File: src/rtl/data_synchronizer_if.sv
// Purpose : byte-bus handshake bundle between an asynchronous producer and data_synchronizer.
// Latency : none (wires only).
// Backpr. : none; dready_i is a level strobe and dready_o a one-cycle pulse, no ready path.
//
// Signals:
//   din      producer data, stable while dready_i is high
//   dready_i producer level strobe, asynchronous to clk
//   dout     captured word, registered in the clk domain
//   dready_o one-cycle pulse marking a new dout value
// master = producer/consumer side (bench or surrounding logic), slave = data_synchronizer.
interface data_synchronizer_if #(
    parameter int DATA_W = 8
);
    logic [DATA_W-1:0] din;
    logic              dready_i;
    logic [DATA_W-1:0] dout;
    logic              dready_o;

    modport master (
        output din,
        output dready_i,
        input  dout,
        input  dready_o
    );

    modport slave (
        input  din,
        input  dready_i,
        output dout,
        output dready_o
    );
endinterface

File: src/rtl/data_synchronizer.sv
// Purpose : synchronise an asynchronous level strobe and capture one data word per rising level.
// Latency : dready_o/dout update SYNC_STAGES clk edges after dready_i is first sampled high.
// Backpr. : none; a level held high gives one pulse, a pulse shorter than a clk period may be lost.
//
// Ports:
//   clk  system clock, all state on rising edge
//   rstn synchronous reset, active HIGH despite the name (1 = reset)
//   bus  data_synchronizer_if.slave: din, dready_i in; dout, dready_o out
// Optional build macro DATA_SYNC_DIN_DELAY_EN: when defined, din is delayed through a
// SYNC_STAGES-deep pipeline so dout holds the word present when dready_i was first sampled.
module data_synchronizer #(
    parameter int DATA_W      = 8,
    parameter int SYNC_STAGES = 2   // legal range 2..4
) (
    input  logic                clk,
    input  logic                rstn,
    data_synchronizer_if.slave  bus
);

    // sync_q[0] may go metastable; only the last stage feeds logic.
    logic [SYNC_STAGES-1:0] sync_q;
    logic                   prev_q;
    logic [DATA_W-1:0]      dout_q,     dout_d;
    logic                   dready_o_q, dready_o_d;
    logic                   ds;
    logic                   rise;
    logic [DATA_W-1:0]      cap_dat;

    assign ds   = sync_q[SYNC_STAGES-1];
    assign rise = ds & ~prev_q;

`ifdef DATA_SYNC_DIN_DELAY_EN
    // Data travels alongside the strobe so the captured word is the one seen
    // on the same edge where dready_i was first sampled high.
    logic [DATA_W-1:0] dly_q [SYNC_STAGES];

    always_ff @(posedge clk) begin
        if (rstn) begin
            for (int i = 0; i < SYNC_STAGES; i++) begin
                dly_q[i] <= '0;
            end
        end else begin
            dly_q[0] <= bus.din;
            for (int i = 1; i < SYNC_STAGES; i++) begin
                dly_q[i] <= dly_q[i-1];
            end
        end
    end

    assign cap_dat = dly_q[SYNC_STAGES-1];
`else
    assign cap_dat = bus.din;
`endif

    always_comb begin
        dout_d     = dout_q;
        dready_o_d = 1'b0;
        if (rise) begin
            dout_d     = cap_dat;
            dready_o_d = 1'b1;
        end
    end

    always_ff @(posedge clk) begin
        if (rstn) begin
            sync_q     <= '0;
            prev_q     <= 1'b0;
            dout_q     <= '0;
            dready_o_q <= 1'b0;
        end else begin
            sync_q     <= {sync_q[SYNC_STAGES-2:0], bus.dready_i};
            prev_q     <= ds;
            dout_q     <= dout_d;
            dready_o_q <= dready_o_d;
        end
    end

    assign bus.dout     = dout_q;
    assign bus.dready_o = dready_o_q;

endmodule

File: src/flat_wrapper.sv
// flat-port wrapper written by rule: the top's interface ports become plain ports
module data_synchronizer_flat 
#(
    parameter int DATA_W      = 8,
    parameter int SYNC_STAGES = 2                      
)
  (clk, rstn, bus_din, bus_dready_i, bus_dout, bus_dready_o);
  data_synchronizer_if #(.DATA_W(DATA_W)) bus_i ();
  input  logic clk;
  input  logic rstn;
  input wire logic [$bits(bus_i.din)-1:0] bus_din;
  input wire logic [$bits(bus_i.dready_i)-1:0] bus_dready_i;
  output wire logic [$bits(bus_i.dout)-1:0] bus_dout;
  output wire logic [$bits(bus_i.dready_o)-1:0] bus_dready_o;
  assign bus_i.din = bus_din;
  assign bus_i.dready_i = bus_dready_i;
  assign bus_dout = bus_i.dout;
  assign bus_dready_o = bus_i.dready_o;
  data_synchronizer #(.DATA_W(DATA_W), .SYNC_STAGES(SYNC_STAGES)) u_core (.clk(clk), .rstn(rstn), .bus(bus_i));
endmodule
File: config.mk
export PLATFORM = sky130hd
export DESIGN_NAME = data_synchronizer_flat
export DESIGN_NICKNAME = d
export VERILOG_FILES = /design/src/rtl/data_synchronizer_if.sv /design/src/rtl/data_synchronizer.sv /design/src/flat_wrapper.sv
export SDC_FILE = /design/constraint.sdc
export NUM_CORES = 1
export LEC_CHECK = 0
export ABC_CLOCK_PERIOD_IN_PS = 1000
export CAP_MARGIN = 5
export CELL_PAD_IN_SITES_DETAIL_PLACEMENT = 0
export CELL_PAD_IN_SITES_GLOBAL_PLACEMENT = 1
export CORE_MARGIN = 2
export CORE_UTILIZATION = 29
export DETAILED_ROUTE_END_ITERATION = 12
export MAX_ROUTING_LAYER = met4
export PLACE_DENSITY = 0.81
export SYNTH_ARGS = -nofsm -noshare
export SYNTH_HDL_FRONTEND = slang
export SYNTH_SLANG_ARGS = --single-unit
File: constraint.sdc
create_clock -name clk -period 1 [get_ports clk]
set_input_delay 0.2 -clock clk [delete_from_list [all_inputs] [get_ports clk]]
set_output_delay 0.2 -clock clk [all_outputs]
set_load 0.005 [all_outputs]
==> implementation parameters <==
Parameter                              Value

Detailed routing
  1st-pass router iterations ... 4
  Wire length reported by the detailed router ... roughly 930 microns
  Number of vias in the routed layout ... roughly 390
  Post-detailed-route count of antenna-violating nets ... 0
  WL per Instance ... around 11 microns
  Final routed DRC violation total ... 0
  Drt first-iter violations ... 4
  Via density per instance ... about 4.4

Critical path
  Reg-to-reg critical path startpoint ... u_core.sync_q[1]$_SDFF_PP0_
  Cell family with the largest share of critical-path delay ... flip-flops
  Kind of capture point of the worst setup path ... primary output
  Cell type of the slowest stage on the worst timing path ... dfxtp_2
  List of cells traversed by the critical path ... buf_2
  CP Data Arrival Time ... between 0.7 and 0.8 ns
  Required time at the endpoint of the critical path ... roughly 0.80 ns
  Startpoint kind of the worst setup timing path ... flop
  Class of the most critical setup path ... reg -> out
  Highest fanout seen on the critical path ... 2
  Flop-to-flop setup slack ... between 0.1 and 0.15 ns
  Instance count on the critical path ... 1
  Slowest Stage Delay on Critical Path ... 0.33 ns
  Endpoint of the worst register-to-register path ... u_core.bus.dout[0]$_SDFFE_PP0P_
  R2R depth ... 2
  Count of buffer and inverter cells on the critical path ... 1

Place
  Port buffer count ... 19
  HPWL Detailed ... roughly 660 microns
  Placed Cells ... 81
  Routability Congestion ... roughly 0.7
  Placed cell area ... just over 700 sq um

Power and ir drop
  Switching share of total power ... a little over 20%
  Proportion of power drawn by flip-flops and latches ... 50.3%
  Power per cell area ... about 1300 mW/mm^2
  Pleak ... around 0.31 nW
  Share of power burned in combinational logic ... 11.8%
  Portion of total power attributed to the clock network ... between 30% and 40%
  Peak supply drop ... 0.0007183 V
  P_sw ... just over 0.2 mW
  Internal power ... around 0.80 mW

Clocking
  Register clock-pin slew on the reported worst setup and hold paths ... approximately 0.08 ns
  Sinks on the clock net ... 12
  Worst-skew pair later-pin latency ... ~0.27 ns
  CTS root buf ... clkbuf_4
  Inserted Clock Buffers ... 3
  Worst-case clock buffer depth ... 2
  Clock tree from TritonCTS ... yes
  Level count of the clock H-tree ... 1

Synth
  Number of synthesis warnings ... 0
  Synthesized area per cell ... ~11 sq um
  Cell area after technology mapping ... 475.5 sq um
  Post-synth net total ... 53
  FF+latch count, synth ... 12
  Count of unique library cells instantiated by Yosys ... 9
  Synthesized instance count ... 42
  Fraction of the yosys area taken by sequential cells ... 50.53%

GRT
  Remaining global-route overflow ... 0
  Global routing usage summed across all routing layers ... a little under an eighth
  Pin count of the biggest net entering global routing ... 20
  Number of global-route vias before repair ... 375
  First-pass GRT wire length ... 1538 microns
  Antenna violations before repair ... 0

STA
  Period utilization ... about nine tenths
  Final setup violation count ... 0
  Maximum clock skew at final layout ... 0.005747 ns
  Time the worst path needs with I/O delays and setup ... slightly above 0.9 ns
  Final count of pins violating max slew ... 0
  Maximum clock frequency ... 1099 MHz
  Measured slew at the worst slew-check pin ... roughly 0.23 ns
  Unrepaired setup endpoints after global routing ... false
  Worst slew slack as a fraction of its limit ... 84.52%
  Count of final hold-check violations ... 0

Finish
  Antenna diode instance count ... 0
  Final standard cell area without fillers ... about 750 sq um
  Number of nets in the layout ... 84
  Area grow syn2layout ... 57.37%
  Final standard cell count with taps included and fillers excluded ... 88
  Fraction of layout cells with a size suffix above 1 ... a little over two fifths

Worst hold path
  Hold EP ... u_core.sync_q[1]$_SDFF_PP0_
  Kind of path behind the tightest hold check ... reg -> reg
  Source of the worst hold timing path ... u_core.sync_q[0]$_SDFF_PP0_
  Count of cells along the worst hold path ... 1

Floorplanning
  I/O pin count ... 20
  Floorplan row count ... 14
  Overall die height ... 44.49 microns
  Die width ... 44.49 microns
  Core region area ... 0.001524 sq mm
  Initial standard-cell utilization of the core ... between 30% and 40%
  DIE AREA ... ~0.002 sq mm

Flow run
  Max Cap Viol ... 0

Outcome
  Run status ... finished, final reports clean
## power groups by stage
stage | logic, mW | registers, mW | clock network (mW)
2_1_floorplan | 0.0385 | 0.517 | 0
3_3_place_gp | 0.126 | 0.516 | 0
4_1_cts | 0.120 | 0.506 | 0.391
5_1_grt | 0.129 | 0.508 | 0.409
6_report | 0.119 | 0.505 | 0.381
3_5_place_dp | 0.126 | 0.516 | 0
## cells in the mapped netlist (all sizes together)
library cell,n,area [sq um]
dfxtp,12,240.2
nand2b,8,50.05
and2b,2,17.52
o21ai,8,40.04
nand4bb,8,90.09
buf,1,11.26
nor2b,3,26.27
## per-stage QoR
step / hold slack, ns / power, mW / utilization (%) / setup WS, ns / setup TNS [ns]
detailed placement: 0.4277 / 0.6418 / 47.54 / -0.1626 / -1.509
finish: 0.4432 / 1.006 / 49.10 / 0.09036 / 0
floorplan: 0.2669 / 0.5552 / - / 0.1683 / 0
global placement: 0.4177 / 0.6414 / 47.54 / -0.1503 / -1.376
global route: 0.4640 / 1.046 / 49.10 / 0.03221 / 0
CTS: 0.4453 / 1.018 / 49.59 / 0.002356 / 0
## cell families after synthesis
kind of cell | Yosys count | share of synthesized area, %
compound gates | 8 | 8.421
simple gates | 21 | 38.68
buf+inv | 1 | 2.368
flops | 12 | 50.53
## sequential cells by signal, indices dropped and copies added (netlist names)
signal / count
u_core.bus.dout: 8
u_core.bus.dready_o: 1
u_core.prev_q: 1
u_core.sync_q: 2
## final cells by class
type,instances,area (sq um)
Fill cell,148,775.7
Sequential cell,12,250.2
Multi-Input combinational cell,29,224.0
Timing Repair Buffer,27,217.7
Clock buffer,4,36.28
Tap cell,16,20.02
## metal layers
layer	wire [microns]	vias up	GRT usage [%]
li1	-	210	-
met1	435	170	13.07
met2	430	9	16.52
met3	52	2	2.857
met4	10	0	9.091
met5	0	-	-
## what timing repair did
item,in CTS,in global routing
buffers inserted,1,2
resized for setup,38,4
pin swaps,0,0
hold buffers,0,0
endpoints found under the setup margin,9,4
## worst max path at each step
stage / startpoint / endpoint / slack [ns]
6_report: u_core.bus.dout[1]$_SDFFE_PP0P_ / bus_dout[1] / 0.09
5_1_grt: u_core.sync_q[1]$_SDFF_PP0_ / u_core.bus.dout[7]$_SDFFE_PP0P_ / 0.03
4_1_cts: u_core.bus.dout[4]$_SDFFE_PP0P_ / bus_dout[4] / 0.002
3_5_place_dp: rstn / u_core.bus.dout[7]$_SDFFE_PP0P_ / -0.16
3_3_place_gp: rstn / u_core.bus.dout[7]$_SDFFE_PP0P_ / -0.15
2_1_floorplan: u_core.sync_q[1]$_SDFF_PP0_ / u_core.bus.dout[0]$_SDFFE_PP0P_ / 0.17
## placed cells by master, fill, tap and decap left out, drive strengths merged
cell type | netlist | final
clkdlybuf4s50 | 0 | 10
clkbuf | 0 | 6
o21ai | 8 | 8
buf | 1 | 15
and2b | 2 | 2
dfxtp | 12 | 12
nor2b | 3 | 3
nand2b | 8 | 8
nand4bb | 8 | 8
(Power assumes the default switching activity.)
